===== src/rtl/vend_multi_ctrl_if.sv =====
`default_nettype none
// ============================================================================
// Module  : vend_multi_ctrl_if
// Brief   : Keypad, sensor, restock and status bundle for vend_multi_ctrl.
// Revision: 1.0
// ============================================================================
interface vend_multi_ctrl_if #(
  parameter int N_CH  = 4,
  parameter int CNT_W = 4
);
  localparam int c_sel_w = (N_CH > 1) ? $clog2(N_CH) : 1;

  logic               key_strobe;
  logic [N_CH-1:0]    key_col;
  logic               start;
  logic               cancel;
  logic [N_CH-1:0]    sensor;
  logic               stock_load;
  logic [c_sel_w-1:0] stock_ch;
  logic [CNT_W-1:0]   stock_val;
  logic [N_CH-1:0]    rele;
  logic [CNT_W-1:0]   numero;
  logic [c_sel_w-1:0] sel;
  logic               busy;
  logic               fault;
  logic [N_CH-1:0]    sold_out;

  modport master (
    output key_strobe, key_col, start, cancel, sensor, stock_load, stock_ch, stock_val,
    input  rele, numero, sel, busy, fault, sold_out
  );

  modport slave (
    input  key_strobe, key_col, start, cancel, sensor, stock_load, stock_ch, stock_val,
    output rele, numero, sel, busy, fault, sold_out
  );
endinterface
`default_nettype wire


===== src/rtl/vend_multi_ctrl.sv =====
`default_nettype none
// ============================================================================
// Module  : vend_multi_ctrl
// Brief   : Multi-channel vending controller: keypad/sensor debounce, quantity
//           FSM and dispense watchdog. Define VEND_STOCK_EN for stock limits.
// Revision: 1.0
// ============================================================================
module vend_multi_ctrl #(
  parameter int N_CH    = 4,
  parameter int CNT_W   = 4,
  parameter int KEY_DB  = 255,
  parameter int SENS_DB = 10,
  parameter int TIMEOUT = 50000
) (
  input wire               clk,
  input wire               rst,
  vend_multi_ctrl_if.slave bus
);
  localparam int               c_sel_w   = (N_CH > 1) ? $clog2(N_CH) : 1;
  localparam int               c_kcnt_w  = $clog2(KEY_DB + 1);
  localparam int               c_scnt_w  = $clog2(SENS_DB + 1);
  localparam int               c_wd_w    = $clog2(TIMEOUT + 1);
  localparam logic [CNT_W-1:0] c_max_qty = '1;

  typedef enum logic [1:0] {
    IDLE     = 2'd0,
    ARMED    = 2'd1,
    DISPENSE = 2'd2,
    FAULT    = 2'd3
  } state_t;

  state_t             r_state, w_state_nxt;
  logic [CNT_W-1:0]   r_numero, w_numero_nxt;
  logic [c_sel_w-1:0] r_sel, w_sel_nxt;
  logic [c_wd_w-1:0]  r_wdog, w_wdog_nxt;
  logic [N_CH-1:0]    r_rele, w_rele_nxt;

  // ---------------- keypad debounce ----------------
  logic [N_CH-1:0]     r_key_prev;
  logic [c_kcnt_w-1:0] r_key_cnt, w_key_cnt_nxt;
  logic                r_key_ready;
  logic [N_CH-1:0]     w_key_hot;
  logic                w_key_valid, w_key_acc, w_key_take;
  logic [c_sel_w-1:0]  w_key_idx;

  assign w_key_hot   = ~bus.key_col;
  assign w_key_valid = (w_key_hot != '0) && ((w_key_hot & (w_key_hot - N_CH'(1))) == '0);

  always_comb begin
    w_key_idx = '0;
    for (int k = 0; k < N_CH; k++)
      if (w_key_hot[k]) w_key_idx = c_sel_w'(k);
  end

  always_comb begin
    w_key_cnt_nxt = r_key_cnt;
    if (bus.key_col != r_key_prev)
      w_key_cnt_nxt = c_kcnt_w'(1);
    else if (r_key_cnt != c_kcnt_w'(KEY_DB))
      w_key_cnt_nxt = r_key_cnt + c_kcnt_w'(1);
  end

  assign w_key_acc = bus.key_strobe && w_key_valid && r_key_ready &&
                     (w_key_cnt_nxt == c_kcnt_w'(KEY_DB));

  always_ff @(posedge clk or posedge rst) begin
    if (rst) begin
      r_key_prev  <= '1;
      r_key_cnt   <= '0;
      r_key_ready <= 1'b1;
    end else if (bus.key_strobe) begin
      r_key_prev <= bus.key_col;
      r_key_cnt  <= w_key_cnt_nxt;
      // one accept per press: re-armed only by an idle sample
      if (!w_key_valid)   r_key_ready <= 1'b1;
      else if (w_key_acc) r_key_ready <= 1'b0;
    end
  end

  // ---------------- sensor debounce ----------------
  logic [N_CH-1:0] w_sens_evt;
  logic            w_evt_sel;

  generate
    for (genvar k = 0; k < N_CH; k++) begin : g_sens
      logic [c_scnt_w-1:0] r_cnt;
      logic                r_stab;
      always_ff @(posedge clk or posedge rst) begin
        if (rst) begin
          r_cnt  <= '0;
          r_stab <= 1'b1;
        end else if (bus.sensor[k] != r_stab) begin
          if (r_cnt == c_scnt_w'(SENS_DB - 1)) begin
            r_cnt  <= '0;
            r_stab <= ~r_stab;
          end else begin
            r_cnt <= r_cnt + c_scnt_w'(1);
          end
        end else begin
          r_cnt <= '0;
        end
      end
      assign w_sens_evt[k] = r_stab && !bus.sensor[k] && (r_cnt == c_scnt_w'(SENS_DB - 1));
    end
  endgenerate

  assign w_evt_sel = w_sens_evt[r_sel];

  // ---------------- stock tracking ----------------
  logic w_key_soldout, w_inc_ok, w_stock_dec;
  assign w_stock_dec = (r_state == DISPENSE) && w_evt_sel;

`ifdef VEND_STOCK_EN
  logic [CNT_W-1:0] r_stock     [N_CH];
  logic [CNT_W-1:0] w_stock_nxt [N_CH];
  logic [N_CH-1:0]  r_sold_out;

  always_comb begin
    for (int k = 0; k < N_CH; k++) begin
      w_stock_nxt[k] = r_stock[k];
      if (bus.stock_load && bus.stock_ch == c_sel_w'(k))
        w_stock_nxt[k] = bus.stock_val;
      else if (w_stock_dec && r_sel == c_sel_w'(k) && r_stock[k] != '0)
        w_stock_nxt[k] = r_stock[k] - CNT_W'(1);
    end
  end

  always_ff @(posedge clk or posedge rst) begin
    if (rst) begin
      for (int k = 0; k < N_CH; k++) r_stock[k] <= '0;
      r_sold_out <= '0;
    end else begin
      for (int k = 0; k < N_CH; k++) begin
        r_stock[k]    <= w_stock_nxt[k];
        r_sold_out[k] <= (w_stock_nxt[k] == '0);
      end
    end
  end

  assign w_key_soldout = (r_stock[w_key_idx] == '0);
  assign w_inc_ok      = (r_numero != c_max_qty) && (r_numero < r_stock[r_sel]);
  assign bus.sold_out  = r_sold_out;
`else
  logic w_unused_stock;
  assign w_unused_stock = ^{bus.stock_load, bus.stock_ch, bus.stock_val, w_stock_dec};
  assign w_key_soldout  = 1'b0;
  assign w_inc_ok       = (r_numero != c_max_qty);
  assign bus.sold_out   = '0;
`endif

  assign w_key_take = w_key_acc && !w_key_soldout;

  // ---------------- control FSM ----------------
  always_comb begin
    w_state_nxt  = r_state;
    w_numero_nxt = r_numero;
    w_sel_nxt    = r_sel;
    w_wdog_nxt   = r_wdog;
    case (r_state)
      IDLE: begin
        if (w_key_take) begin
          w_sel_nxt    = w_key_idx;
          w_numero_nxt = CNT_W'(1);
          w_state_nxt  = ARMED;
        end
      end
      ARMED: begin
        if (bus.cancel) begin
          w_numero_nxt = '0;
          w_state_nxt  = IDLE;
        end else if (bus.start) begin
          w_wdog_nxt  = '0;
          w_state_nxt = DISPENSE;
        end else if (w_key_take) begin
          if (w_key_idx == r_sel) begin
            if (w_inc_ok) w_numero_nxt = r_numero + CNT_W'(1);
          end else begin
            w_sel_nxt    = w_key_idx;
            w_numero_nxt = CNT_W'(1);
          end
        end
      end
      DISPENSE: begin
        if (bus.cancel) begin
          w_numero_nxt = '0;
          w_state_nxt  = IDLE;
        end else if (w_evt_sel) begin
          w_numero_nxt = r_numero - CNT_W'(1);
          w_wdog_nxt   = '0;
          if (r_numero == CNT_W'(1)) w_state_nxt = IDLE;
        end else if (r_wdog == c_wd_w'(TIMEOUT - 1)) begin
          w_state_nxt = FAULT;
        end else begin
          w_wdog_nxt = r_wdog + c_wd_w'(1);
        end
      end
      FAULT: begin
        if (bus.cancel) begin
          w_numero_nxt = '0;
          w_state_nxt  = IDLE;
        end
      end
      default: w_state_nxt = IDLE;
    endcase
    // relay follows the next state so it is already registered on DISPENSE entry
    w_rele_nxt = '0;
    if (w_state_nxt == DISPENSE) w_rele_nxt[w_sel_nxt] = 1'b1;
  end

  always_ff @(posedge clk or posedge rst) begin
    if (rst) begin
      r_state  <= IDLE;
      r_numero <= '0;
      r_sel    <= '0;
      r_wdog   <= '0;
      r_rele   <= '0;
    end else begin
      r_state  <= w_state_nxt;
      r_numero <= w_numero_nxt;
      r_sel    <= w_sel_nxt;
      r_wdog   <= w_wdog_nxt;
      r_rele   <= w_rele_nxt;
    end
  end

  assign bus.rele   = r_rele;
  assign bus.numero = r_numero;
  assign bus.sel    = r_sel;
  assign bus.busy   = (r_state == DISPENSE);
  assign bus.fault  = (r_state == FAULT);
endmodule
`default_nettype wire


===== src/flat_wrapper.sv =====
// flat-port wrapper written by rule: the top's interface ports become plain ports
module vend_multi_ctrl_flat 
#(
  parameter int N_CH    = 4,
  parameter int CNT_W   = 4,
  parameter int KEY_DB  = 255,
  parameter int SENS_DB = 10,
  parameter int TIMEOUT = 50000
)
  (clk, rst, bus_key_strobe, bus_key_col, bus_start, bus_cancel, bus_sensor, bus_stock_load, bus_stock_ch, bus_stock_val, bus_rele, bus_numero, bus_sel, bus_busy, bus_fault, bus_sold_out);
  vend_multi_ctrl_if #(.N_CH(N_CH), .CNT_W(CNT_W)) bus_i ();
  input wire clk;
  input wire rst;
  input wire logic [$bits(bus_i.key_strobe)-1:0] bus_key_strobe;
  input wire logic [$bits(bus_i.key_col)-1:0] bus_key_col;
  input wire logic [$bits(bus_i.start)-1:0] bus_start;
  input wire logic [$bits(bus_i.cancel)-1:0] bus_cancel;
  input wire logic [$bits(bus_i.sensor)-1:0] bus_sensor;
  input wire logic [$bits(bus_i.stock_load)-1:0] bus_stock_load;
  input wire logic [$bits(bus_i.stock_ch)-1:0] bus_stock_ch;
  input wire logic [$bits(bus_i.stock_val)-1:0] bus_stock_val;
  output wire logic [$bits(bus_i.rele)-1:0] bus_rele;
  output wire logic [$bits(bus_i.numero)-1:0] bus_numero;
  output wire logic [$bits(bus_i.sel)-1:0] bus_sel;
  output wire logic [$bits(bus_i.busy)-1:0] bus_busy;
  output wire logic [$bits(bus_i.fault)-1:0] bus_fault;
  output wire logic [$bits(bus_i.sold_out)-1:0] bus_sold_out;
  assign bus_i.key_strobe = bus_key_strobe;
  assign bus_i.key_col = bus_key_col;
  assign bus_i.start = bus_start;
  assign bus_i.cancel = bus_cancel;
  assign bus_i.sensor = bus_sensor;
  assign bus_i.stock_load = bus_stock_load;
  assign bus_i.stock_ch = bus_stock_ch;
  assign bus_i.stock_val = bus_stock_val;
  assign bus_rele = bus_i.rele;
  assign bus_numero = bus_i.numero;
  assign bus_sel = bus_i.sel;
  assign bus_busy = bus_i.busy;
  assign bus_fault = bus_i.fault;
  assign bus_sold_out = bus_i.sold_out;
  vend_multi_ctrl #(.N_CH(N_CH), .CNT_W(CNT_W), .KEY_DB(KEY_DB), .SENS_DB(SENS_DB), .TIMEOUT(TIMEOUT)) u_core (.clk(clk), .rst(rst), .bus(bus_i));
endmodule

===== config.mk =====
export PLATFORM = sky130hd
export DESIGN_NAME = vend_multi_ctrl_flat
export DESIGN_NICKNAME = d
export VERILOG_FILES = /design/src/rtl/vend_multi_ctrl_if.sv /design/src/rtl/vend_multi_ctrl.sv /design/src/flat_wrapper.sv
export SDC_FILE = /design/constraint.sdc
export NUM_CORES = 1
export LEC_CHECK = 0
export ABC_CLOCK_PERIOD_IN_PS = 3700
export BUFFER_PORTS_ARGS = -buffer_cell sky130_fd_sc_hd__buf_2
export CORE_ASPECT_RATIO = 0.7
export CORE_MARGIN = 8
export CORE_UTILIZATION = 45
export CTS_CLUSTER_SIZE = 10
export DETAILED_ROUTE_END_ITERATION = 7
export PLACE_DENSITY_LB_ADDON = 0.12
export SYNTH_ARGS = -nofsm -noshare
export SYNTH_HDL_FRONTEND = slang
export SYNTH_SLANG_ARGS = --single-unit

===== constraint.sdc =====
create_clock -name clk -period 3.7 [get_ports clk]
set_input_delay 0.37 -clock clk [delete_from_list [all_inputs] [get_ports clk]]
set_output_delay 0.37 -clock clk [all_outputs]
set_load 0.005 [all_outputs]

==> results of run 1 <==
## per-stage QoR
| step | hold WS [ns] | util, % | instances | cell area, um^2 | power, mW |
|---|---|---|---|---|---|
| floorplan | 0.4650 | - | 408 | 3826 | 1.025 |
| global placement | 0.4861 | 47.54 | 518 | 3964 | 1.078 |
| detailed placement | 0.4924 | 47.54 | 518 | 3964 | 1.088 |
| CTS | 0.2271 | 51.07 | 534 | 4258 | 1.932 |
| global route | 0.2766 | 51.07 | 534 | 4258 | 2.013 |
| finish | 0.2040 | 51.07 | 534 | 4258 | 1.904 |
## power by group through the flow
stage / logic [mW] / registers (mW) / clock network, mW
2_1_floorplan: 0.210 / 0.814 / 0
3_3_place_gp: 0.253 / 0.825 / 0
3_5_place_dp: 0.259 / 0.829 / 0
4_1_cts: 0.260 / 0.818 / 0.853
5_1_grt: 0.298 / 0.833 / 0.882
6_report: 0.255 / 0.819 / 0.830
## worst max-delay path by stage
stage / end / slack (ns)
after floorplan: u_core.bus.numero[0]$_DFFE_PP0P_ / 1.46
after global placement: u_core.r_wdog[0]$_DFFE_PP0P_ / 1.15
after detailed placement: u_core.r_wdog[2]$_DFFE_PP0P_ / 1.10
after CTS: u_core.r_wdog[2]$_DFFE_PP0P_ / 1.10
after global routing: u_core.r_wdog[0]$_DFFE_PP0P_ / 0.86
final: u_core.r_wdog[10]$_DFFE_PP0P_ / 1.11
## area by class of cell
| type | count | area share, % |
|---|---|---|
| multi-input combinational | 308 | 49.22 |
| sequential | 61 | 36.12 |
| clock buffer | 12 | 5.789 |
| tap | 105 | 3.086 |
| timing repair buffer | 25 | 2.997 |
| inverter | 19 | 1.675 |
| clock inverter | 4 | 1.117 |
## cells in the mapped netlist, drive strengths merged, types with 10 or more instances
library cell  number  share of area, %
dfrtp             52                34
nand2             35               3.4
o21ai             34               4.7
nor2              26               2.6
a21oi             20               2.8
inv               19               1.9
ha                17               5.6
nor3              16               2.1
buf               12               2.4
mux2              12               3.7
nand3             11               1.6
nor2b             11               1.8
xnor2             11               2.5
nand2b            10               1.6
nand4             10               2.0
## routing by layer
metal	vias up	track usage, %	wire length [um]
li1	1502	-	-
met2	69	20.46	3172
met3	8	4.318	438
met4	0	4.487	91
met1	1408	22.14	4516
met5	-	0	0
## critical path: stages, from the launching register on
cell	delay, ns
dfrtp_1	0.41
ha_1	0.24
and3b_1	0.23
a32o_1	0.33
nor4_4	0.34
o22a_2	0.41
or2_1	0.38
o31ai_2	0.12
## sequential cells by signal, summed over array words and instances (netlist names)
name                  flops
u_core.g_sens.r_cnt      16
u_core.r_key_cnt          8
u_core.g_sens.r_stab      4
u_core.bus.rele           4
u_core.r_key_ready        1
u_core.r_wdog            16
u_core.bus.sel            2
u_core.bus.numero         4
u_core.r_state            2
u_core.r_key_prev         4
## kinds of logic (layout without fill, tap and decap cells)
| kind of cell | count (synthesis) | after routing |
|---|---|---|
| fa+ha+maj | 17 | 17 |
| mux | 12 | 12 |
| simple gates | 162 | 162 |
| buf+inv | 39 | 60 |
| flops | 61 | 61 |
| other cells | 1 | 4 |
| xor+xnor | 16 | 16 |
| compound gates | 97 | 97 |
==> reports/results.md, run 1 <==
| Stage | Item | This run |
|:---|:---|:---|
| status | Status | completed |
| sta | Unrepaired setup endpoints after global routing | no |
| global route | Wire length of the first global-routing pass | 14280 um |
| drt | Routed len/inst | 15.39 um |
| clock tree | Clock Sink Count | 61 |
| global route | Congestion Overflow GR | 0 |
| sta | Final clock period utilization by the worst path | 69.88% |
| synthesis | Number of warnings issued by yosys | 0 |
| setup path | Critical Path Fanout Max | 20 |
| layout | Layout-stage area growth over the synthesis result | 11.61% |
| layout | Multi-input logic area | 0.002096 mm^2 |
| floorplanning | Die W | 126.1 um |
| sta | Worst Tran Pin Value | 0.8194 ns |
| clock tree | Quantity of hold-fixing buffers added after cts | 0 |
| setup path | Required time at the worst-slack endpoint | 3.89 ns |
| clock tree | Clock tree from TritonCTS | done |
| setup path | Startpoint of the most critical register-to-register path | u_core.g_sens[1].r_cnt[0]$_DFF_PP0_ |
| setup path | Cells on worst reg2reg path | 7 |
| clock tree | Level count of the clock H-tree | 3 |
| clock tree | Post-CTS Repair Setup Buffers | 0 |
| clock tree | Number of clock buffers inserted by TritonCTS | 9 |
| pwr | Power Dens Cells | 447.1 mW/mm^2 |
| clock tree | Clock insertion delay at the later pin of the skew report | 0.33 ns |
| synthesis | Synth cell types | 65 |
| place | Placer's final routability congestion estimate | 0.8630 |
| synthesis | Adder-cell area share of the yosys netlist | 5.576% |
| pwr | Leakage Power | 1.836 nW |
| layout | Nets | 461 |
| drt | Iteration-0 DRC count of the detailed router | 239 |
| pwr | Maximum ir drop on the vdd rail | 259.4 uV |
| synthesis | Area share of xor/xnor cells in the synthesized design | 3.673% |
| pwr | Clk pwr share | 43.6% |
| synthesis | Number of enable flip-flop cells after synthesis | 0 |
| layout | Fraction of layout instances using a drive strength above 1 | 17.95% |
| global route | Largest net degree at the start of global routing | 39 |
| pwr | Share of total power in combinational logic | 13.4% |
| sta | Final setup violation count | 0 |
| setup path | Data arrival time of the critical path | 2.78 ns |
| drt | Antenna viol nets, final | 0 |
| setup path | Critical path type | reg -> reg |
| synthesis | Count of state elements after synthesis | 61 |
| sta | Number of pins exceeding their max-slew limit in the final report | 0 |
| clock tree | Clock slew at the register clock pins of the worst setup and hold paths | 0.05 ns |
| synthesis | Post-Synthesis Cell Area | 0.003815 mm^2 |
| drt | Via-per-instance ratio | 5.594 |
| layout | Area occupied by registers | 0.001538 mm^2 |
| setup path | Kind of launch point of the worst setup path | flop |
| sta | Post-route setup TNS | 0 ns |
| global route | Via count of the first global-routing pass | 2828 |
| floorplanning | Area of the die | 0.01173 mm^2 |
| floorplanning | Total I/O pin count | 36 |
| layout | Total inserted antenna cells | 0 |
| clock tree | Number of buffers between clock root and the deepest sink | 2 |
| synthesis | Top flip-flop cell by instance count after synthesis | dfrtp_1 |
| pwr | Internal power | 1.409 mW |
| layout | Most common cell after layout, fill and taps aside | dfrtp_1 |
| floorplanning | Initial core utilization | 45.75% |
| floorplanning | Core ar. | 0.008338 mm^2 |
| synthesis | Basic-gate share of the synthesized area counting and, or, nand and nor cells | 23.88% |
| synthesis | Gate count after technology mapping | 405 |
| synthesis | Share of the synthesized area in compound gates (AO/OA/AOI/OAI) | 17.68% |
| drt | Via count | 2987 |
| sta | Max-slew headroom | 45.29% |
| sta | Worst path setup slack after routing | 1.114 ns |
| pwr | Switch share | 25.98% |
| place | Quantity of I/O buffers inserted on ports | 24 |
| clock tree | Cts repair resizes | 0 |
| setup path | Startpoint of the most critical setup path | u_core.g_sens[1].r_cnt[0]$_DFF_PP0_ |
| place | Detailed Place HPWL | 6000 um |
| global route | Initial antenna violation count | 0 |
| flow run | Count of maximum capacitance violations | 0 |
| synthesis | Post-synthesis sequential area ratio | 40.31% |
| synthesis | Combinational family with the most area after synthesis | simple AND/OR/NAND/NOR gates |
| sta | Time the final worst path needs with I/O delays and setup | 2.586 ns |
| clock tree | Master cell of the clock root buffer | clkbuf_16 |
| sta | Hold Vio Cnt, Final | 0 |
| synthesis | Async set-or-reset flop fraction in the synthesized netlist | 100.0% |
| layout | Commonest cells after routing, fill and taps aside | dfrtp_1, nand2_1, nor2_1 |
| floorplanning | Num rows | 28 |
| pwr | Flop pwr share | 43.0% |
| global route | All-layer global routing usage | 14.98% |
| floorplanning | Vert. Die Dim | 93.04 um |
| drt | Total detailed-routing wirelength | 8219 um |
| worst hold path | Hold Crit Class | in -> async |
| setup path | Reg-to-Reg End | u_core.r_wdog[10]$_DFFE_PP0P_ |
| setup path | R2R setup slack | 1.11 ns |
| setup path | Category of the worst setup path capture point | flop |
| sta | Highest clock frequency the design can meet | 386.7 MHz |
| pwr | Net switching power of the design | 0.4946 mW |
| drt | Drt pass-1 iters | 4 |
| synthesis | Mux cell area share after synthesis | 3.739% |
| layout | Fill count | 782 |
| place | Pre-CTS WS | 1.102 ns |
| synthesis | Average footprint of a synthesized cell | 9.420 um^2 |
| drt | DRC violations left | 0 |
| sta | Clock skew | 0.006376 ns |
(Power assumes the default switching activity.)
==> inputs of run 2 (changes only) <==
--- a/config.mk
+++ b/config.mk
@@ -5,7 +5,7 @@
 export SDC_FILE = /design/constraint.sdc
 export NUM_CORES = 1
 export LEC_CHECK = 0
-export ABC_CLOCK_PERIOD_IN_PS = 3700
+export ABC_CLOCK_PERIOD_IN_PS = 2600
 export BUFFER_PORTS_ARGS = -buffer_cell sky130_fd_sc_hd__buf_2
 export CORE_ASPECT_RATIO = 0.7
 export CORE_MARGIN = 8
==> constraint.sdc (replaced) <==
create_clock -name clk -period 2.6 [get_ports clk]
set_input_delay 0.26 -clock clk [delete_from_list [all_inputs] [get_ports clk]]
set_output_delay 0.26 -clock clk [all_outputs]
set_load 0.005 [all_outputs]
==> run 2 against run 1 <==
  * Non-clock buffer count rose by 9
  * First-iteration DRC count rose by 21%
  * Die area did not move
  * Sequential share of layout area fell by 0.56 points
  * Critical endpoint is now u_core.bus.numero[0]$_DFFE_PP0P_
  * Sequential cell count did not move
  * Register-to-register slack got worse by 0.97 ns
  * Final area rose by 1.6%
  * Total power rose by 43%
  * Utilization rose by 0.81 points
  * Sequential power rose by 42%
  * Global-route usage rose by 0.22 points
==> reports/results.md, run 2 (synthesis gave the netlist of run 1 again) <==
| Stage | Item | This run | Delta |
|:---|:---|:---|:---|
| status | Status | completed |  |
| pwr | Power Dens Cells | 630.1 mW/mm^2 | +41% |
| setup path | Reg-to-Reg End | u_core.bus.numero[0]$_DFFE_PP0P_ |  |
| drt | Drt pass-1 iters | 4 | unchanged |
| clock tree | Number of buffers between clock root and the deepest sink | 2 | unchanged |
| place | Detailed Place HPWL | 5915 um | -1.4% |
| sta | Number of pins exceeding their max-slew limit in the final report | 0 | unchanged |
| layout | Layout-stage area growth over the synthesis result | 13.38% |  |
| place | Quantity of I/O buffers inserted on ports | 24 | unchanged |
| drt | Via count | 3024 | +1.2% |
| pwr | Leakage Power | 1.878 nW | +2.2% |
| drt | DRC violations left | 0 | unchanged |
| layout | Nets | 470 | +2.0% |
| clock tree | Level count of the clock H-tree | 3 | unchanged |
| setup path | Critical Path Fanout Max | 6 | -70% |
| layout | Fraction of layout instances using a drive strength above 1 | 19.63% | +1.7 points |
| layout | Commonest cells after routing, fill and taps aside | dfrtp_1, nand2_1, nor2_1 |  |
| setup path | Slowest stage cell on the critical path | dfrtp_1 |  |
| floorplanning | Die W | 126.1 um | unchanged |
| setup path | Top cell family by delay on the critical path | simple AND/OR/NAND/NOR gates |  |
| sta | Post-route setup TNS | 0 ns | unchanged |
| setup path | Worst path cell trace | ha_1, and4_4, nand4_4, a2111oi_4, nand4_1, nor2_1, mux2_1 |  |
| setup path | Number of cells on the critical path | 7 | unchanged |
| layout | Fill count | 810 | +3.6% |
| sta | Hold Vio Cnt, Final | 0 | unchanged |
| global route | Via count of the first global-routing pass | 2825 | -0.11% |
| drt | Via-per-instance ratio | 5.569 | -0.44% |
| clock tree | Number of clock buffers inserted by TritonCTS | 9 | unchanged |
| floorplanning | Initial core utilization | 45.75% | unchanged |
| global route | All-layer global routing usage | 15.20% | +0.22 points |
| floorplanning | Area of the die | 0.01173 mm^2 | unchanged |
| setup path | Critical path type | reg -> reg |  |
| setup path | Startpoint of the most critical setup path | u_core.r_key_cnt[1]$_DFFE_PP0P_ |  |
| setup path | Kind of launch point of the worst setup path | flop |  |
| sta | Time the final worst path needs with I/O delays and setup | 2.457 ns | -0.1287 ns |
| sta | Unrepaired setup endpoints after global routing | no |  |
| floorplanning | Num rows | 28 | unchanged |
| global route | Congestion Overflow GR | 0 | unchanged |
| setup path | Crit path largest cell delay | 0.42 ns | about the same |
| drt | Routed len/inst | 15.24 um | -0.98% |
| drt | Antenna viol nets, final | 0 | unchanged |
| global route | Largest net degree at the start of global routing | 62 | +59% |
| global route | Wire length of the first global-routing pass | 14320 um | +0.29% |
| layout | Area occupied by registers | 0.001538 mm^2 | unchanged |
| sta | Max-slew headroom | 47.23% | +1.9 points |
| sta | Final setup violation count | 0 | unchanged |
| sta | Clock skew | 0.003158 ns | -0.003218 ns |
| setup path | R2R setup slack | 0.14 ns | -0.97 ns |
| clock tree | Clock slew at the register clock pins of the worst setup and hold paths | 0.06 ns | about the same |
| sta | Highest clock frequency the design can meet | 407.0 MHz | +5.2% |
| sta | Worst path setup slack after routing | 0.1431 ns | -0.9713 ns |
| clock tree | Clock insertion delay at the later pin of the skew report | 0.33 ns | about the same |
| place | Pre-CTS WS | 0.1663 ns | -0.9354 ns |
| setup path | Number of buffers and inverters on the critical path | 0 | unchanged |
| setup path | Category of the worst setup path capture point | flop |  |
| setup path | Endpoint of the worst setup timing path | u_core.bus.numero[0]$_DFFE_PP0P_ |  |
| setup path | Required time at the worst-slack endpoint | 2.81 ns | -1.08 ns |
| clock tree | Master cell of the clock root buffer | clkbuf_16 |  |
| floorplanning | Core ar. | 0.008338 mm^2 | unchanged |
| flow run | Count of maximum capacitance violations | 0 | unchanged |
| floorplanning | Vert. Die Dim | 93.04 um | unchanged |
| floorplanning | Total I/O pin count | 36 | unchanged |
| layout | Registers with the most flip-flops | u_core.g_sens.r_cnt (16), u_core.r_wdog (16), u_core.r_key_cnt (8) |  |
| clock tree | Clock Sink Count | 61 | unchanged |
| drt | Total detailed-routing wirelength | 8276 um | +0.69% |
| global route | Initial antenna violation count | 0 | unchanged |
| setup path | Data arrival time of the critical path | 2.67 ns | -0.11 ns |
| place | Placer's final routability congestion estimate | 0.8669 | +0.45% |
| layout | Multi-input logic area | 0.002096 mm^2 | unchanged |
| worst hold path | Hold Crit Class | in -> async |  |
| setup path | Cells on worst reg2reg path | 7 | unchanged |
| clock tree | Post-CTS Repair Setup Buffers | 0 | unchanged |
| pwr | Maximum ir drop on the vdd rail | 373.3 uV | +44% |
| drt | Iteration-0 DRC count of the detailed router | 288 | +21% |
| clock tree | Quantity of hold-fixing buffers added after cts | 0 | unchanged |
| layout | Total inserted antenna cells | 0 | unchanged |
| layout | Most common cell after layout, fill and taps aside | dfrtp_1 |  |
| setup path | Startpoint of the most critical register-to-register path | u_core.r_key_cnt[1]$_DFFE_PP0P_ |  |
| sta | Final clock period utilization by the worst path | 94.50% | +25 points |
| sta | Worst Tran Pin Value | 0.7916 ns | -0.02786 ns |
| clock tree | Clock tree from TritonCTS | done |  |
| clock tree | Cts repair resizes | 0 | unchanged |
-- run 2: worst min-delay path: cells and delay by family --
family	cells	cell delay, ns
buffers and inverters	3	0.74
-- run 2: cell type report --
class / count / area share (%)
multi-input combinational: 308 / 48.45
sequential: 61 / 35.55
clock buffer: 12 / 5.699
timing repair buffer: 34 / 4.513
tap: 105 / 3.037
inverter: 19 / 1.649
clock inverter: 4 / 1.099
-- run 2: metrics by stage --
stage	cells	utilization, %	hold WS [ns]	total power, mW	area (um^2)
3_5_place_dp	527	48.35	0.4950	1.555	4031
3_3_place_gp	527	48.35	0.4839	1.538	4031
5_1_grt	543	51.88	0.2562	2.879	4325
6_report	543	51.88	0.1602	2.726	4325
4_1_cts	543	51.88	0.2006	2.767	4325
2_1_floorplan	408	-	0.4122	1.458	3826
-- run 2: where the power goes --
part | internal [mW] | switching [mW] | total [mW]
sequential | 1.07 | 0.0953 | 1.16
combinational | 0.176 | 0.195 | 0.371
clock | 0.765 | 0.426 | 1.19
total | 2.01 | 0.716 | 2.73
-- run 2: metal layers --
layer	wire length (um)	track usage, %
met1	4565	22.51
met2	3163	20.15
met5	0	0
met3	459	4.773
met4	87	5.085
-- run 2: how the worst min path moves through the flow --
stage                                                to  slack (ns)
finish              u_core.g_sens[3].r_cnt[2]$_DFF_PP0_        0.16
global route               u_core.bus.rele[1]$_DFF_PP0_        0.26
CTS                 u_core.g_sens[2].r_cnt[2]$_DFF_PP0_        0.20
detailed placement  u_core.g_sens[2].r_cnt[0]$_DFF_PP0_        0.49
global placement    u_core.g_sens[2].r_cnt[0]$_DFF_PP0_        0.48
floorplan              u_core.r_key_prev[0]$_DFFE_PP1P_        0.41
==> inputs of run 3 (changes only) <==
--- a/config.mk
+++ b/config.mk
@@ -5,7 +5,7 @@
 export SDC_FILE = /design/constraint.sdc
 export NUM_CORES = 1
 export LEC_CHECK = 0
-export ABC_CLOCK_PERIOD_IN_PS = 2600
+export ABC_CLOCK_PERIOD_IN_PS = 2200
 export BUFFER_PORTS_ARGS = -buffer_cell sky130_fd_sc_hd__buf_2
 export CORE_ASPECT_RATIO = 0.7
 export CORE_MARGIN = 8
==> constraint.sdc (replaced) <==
create_clock -name clk -period 2.2 [get_ports clk]
set_input_delay 0.22 -clock clk [delete_from_list [all_inputs] [get_ports clk]]
set_output_delay 0.22 -clock clk [all_outputs]
set_load 0.005 [all_outputs]
==> run 3 against run 2 <==
  * Die area unchanged
  * Sequential share of layout area decreased by 3.5 points
  * The run now ends with negative setup slack left
  * Register-to-register slack got worse by 0.17 ns
  * Sequential cell count unchanged
  * Non-clock buffer count increased by 51
  * Utilization increased by 5.8 points
==> reports/results.md, run 3 (synthesis gave the netlist of run 1 again) <==
| Stage | Item | This run | Delta |
|:---|:---|:---|:---|
| status | Status | finished, violations left |  |
| clock tree | Master cell of the clock root buffer | clkbuf_16 |  |
| drt | Drt pass-1 iters | 4 | unchanged |
| drt | Via-per-instance ratio | 5.497 | -1.3% |
| sta | Max-slew headroom | 60.87% | +14 points |
| place | Post-Place Cells | 563 | +6.8% |
| layout | Fraction of layout instances using a drive strength above 1 | 32.52% | +13 points |
| pwr | Maximum ir drop on the vdd rail | 398.6 uV | +6.8% |
| sta | Hold Vio Cnt, Final | 0 | unchanged |
| floorplanning | Die W | 126.1 um | unchanged |
| drt | DRC violations left | 0 | unchanged |
| pwr | Total chip power | 3.309 mW | +21% |
| setup path | Critical Path Fanout Max | 6 | unchanged |
| clock tree | Number of clock buffers inserted by TritonCTS | 9 | unchanged |
| global route | All-layer global routing usage | 16.39% | +1.2 points |
| global route | Initial antenna violation count | 0 | unchanged |
| global route | Via count of the first global-routing pass | 3023 | +7.0% |
| floorplanning | Core ar. | 0.008338 mm^2 | unchanged |
| drt | Total detailed-routing wirelength | 9445 um | +14% |
| drt | Iteration-0 DRC count of the detailed router | 240 | -17% |
| global route | Congestion Overflow GR | 0 | unchanged |
| floorplanning | Area of the die | 0.01173 mm^2 | unchanged |
| clock tree | Clock slew at the register clock pins of the worst setup and hold paths | 0.05 ns | about the same |
| clock tree | Number of buffers between clock root and the deepest sink | 2 | unchanged |
| drt | Routed len/inst | 15.90 um | +4.3% |
| setup path | Category of the worst setup path capture point | flop |  |
| setup path | Top cell family by delay on the critical path | simple AND/OR/NAND/NOR gates |  |
| sta | Worst path setup slack after routing | -0.02977 ns | -0.1728 ns |
| setup path | Data arrival time of the critical path | 2.45 ns | -0.22 ns |
| pwr | Leakage Power | 2.169 nW | +15% |
| layout | Layout-stage area growth over the synthesis result | 25.98% |  |
| sta | Final setup violation count | 2 | +2 |
| floorplanning | Num rows | 28 | unchanged |
| sta | Clock skew | 0.004937 ns | +0.001779 ns |
| layout | Nets | 521 | +11% |
| status | Violations in the final reports | negative setup slack |  |
| layout | Registers with the most flip-flops | u_core.g_sens.r_cnt (16), u_core.r_wdog (16), u_core.r_key_cnt (8) |  |
| sta | Worst Tran Pin Value | 0.5831 ns | -0.2085 ns |
| sta | Unrepaired setup endpoints after global routing | yes |  |
| sta | Hold WS | 0.2100 ns | +0.04984 ns |
| setup path | Number of buffers and inverters on the critical path | 1 | +1 |
| place | Placer's final routability congestion estimate | 0.8578 | -1.0% |
| worst hold path | Hold Crit Class | in -> reg |  |
| setup path | Slowest stage cell on the critical path | or4_1 |  |
| setup path | Critical path type | reg -> reg |  |
| layout | Commonest cells after routing, fill and taps aside | buf_4, dfrtp_1, nand2_1 |  |
| setup path | Required time at the worst-slack endpoint | 2.42 ns | -0.39 ns |
| sta | Post-route setup TNS | -0.04585 ns | -0.04585 ns |
| clock tree | Clock insertion delay at the later pin of the skew report | 0.34 ns | about the same |
| floorplanning | Total I/O pin count | 36 | unchanged |
| global route | Largest net degree at the start of global routing | 41 | -34% |
| sta | Final clock period utilization by the worst path | 101.4% | +6.9 points |
| place | Detailed Place HPWL | 6790 um | +15% |
| clock tree | Clock Sink Count | 61 | unchanged |
| drt | Antenna viol nets, final | 0 | unchanged |
| place | Pre-CTS WS | -0.08773 ns | -0.2540 ns |
| setup path | Worst path cell trace | ha_4, nand4_1, or4_1, and4_4, nand4_1, buf_6, nor2_2, mux2_4 |  |
| global route | Wire length of the first global-routing pass | 15370 um | +7.3% |
| sta | Time the final worst path needs with I/O delays and setup | 2.230 ns | -0.2272 ns |
| layout | Most common cell after layout, fill and taps aside | buf_4 |  |
| flow run | Count of maximum capacitance violations | 0 | unchanged |
| layout | Post-route insts no fill | 594 | +9.4% |
| drt | Via count | 3265 | +8.0% |
| setup path | Kind of launch point of the worst setup path | flop |  |
| floorplanning | Initial core utilization | 45.75% | unchanged |
| sta | Number of pins exceeding their max-slew limit in the final report | 0 | unchanged |
| layout | Total inserted antenna cells | 0 | unchanged |
| place | Quantity of I/O buffers inserted on ports | 24 | unchanged |
| floorplanning | Vert. Die Dim | 93.04 um | unchanged |
| clock tree | Level count of the clock H-tree | 3 | unchanged |
| clock tree | Clock tree from TritonCTS | done |  |
| setup path | Cell occurring most often along the worst timing path | nand4_1 |  |
| setup path | Crit path largest cell delay | 0.55 ns | +0.13 ns |
| pwr | Power Dens Cells | 688.6 mW/mm^2 | +9.3% |
| sta | Highest clock frequency the design can meet | 448.5 MHz | +10% |
-- run 3: cell count changes in the layout (fill, tap and decap cells not counted), sizes merged --
cell         before  now
buf              34   84
bufinv            1    0
clkbuf           12   13
clkinv            2    1
clkinvlp          1    2
dlygate4sd3       0    1
-- run 3: final cells by class --
| type | instances | area, um^2 |
|---|---|---|
| fillers | 763 | 3532 |
| well taps | 105 | 131.4 |
| flip-flops and latches | 61 | 1539 |
| multi-input cells | 308 | 2182 |
| clock buffers | 13 | 260.3 |
| clock inverters | 3 | 20.02 |
| repair buffers | 85 | 601.8 |
| inverters | 19 | 71.32 |
-- run 3: stage by stage --
| step | util, % | cell area [um^2] |
|---|---|---|
| after global placement | 51.79 | 4318 |
| final | 57.64 | 4806 |
| after global routing | 57.64 | 4806 |
| after CTS | 55.66 | 4641 |
| after detailed placement | 51.79 | 4318 |
| after floorplan | - | 3830 |
-- run 3: path summary, 6_finish.rpt --
| check | depth (start not counted) | from | end | slack (ns) |
|---|---|---|---|---|
| min reg2reg | 1 | u_core.r_wdog[3]$_DFFE_PP0P_ | u_core.r_wdog[3]$_DFFE_PP0P_ | 0.51 |
| min in group asynchronous | 3 | rst | u_core.g_sens[0].r_cnt[3]$_DFF_PP0_ | 0.47 |
| max | 8 | u_core.r_key_cnt[1]$_DFFE_PP0P_ | u_core.bus.numero[0]$_DFFE_PP0P_ | -0.03 |
| max in group asynchronous | 4 | rst | u_core.r_key_ready$_DFFE_PP1P_ | 1.06 |
| min | 2 | bus_key_col[0] | u_core.r_key_prev[0]$_DFFE_PP1P_ | 0.21 |
| max reg2reg | 8 | u_core.r_key_cnt[1]$_DFFE_PP0P_ | u_core.bus.numero[0]$_DFFE_PP0P_ | -0.03 |
-- run 3: layer usage --
metal	up-vias	global-route usage [%]	wire, um
met5	-	0	0
met4	0	6.381	106
met3	10	4.545	438
met2	72	21.49	3805
met1	1564	24.52	5095
li1	1619	-	-
-- run 3: power breakdown --
part / internal (mW) / switching, mW
clock: 0.822 / 0.515
combinational: 0.327 / 0.292
sequential: 1.26 / 0.0912
-- run 3: repair_timing --
item	in CTS	in global routing
resized for setup	5	23
hold buffers	1	0
setup buffers	2	11
pin swaps	4	14
cloned	0	1
hold endpoints to repair	18	0
endpoints found under the setup margin	14	20
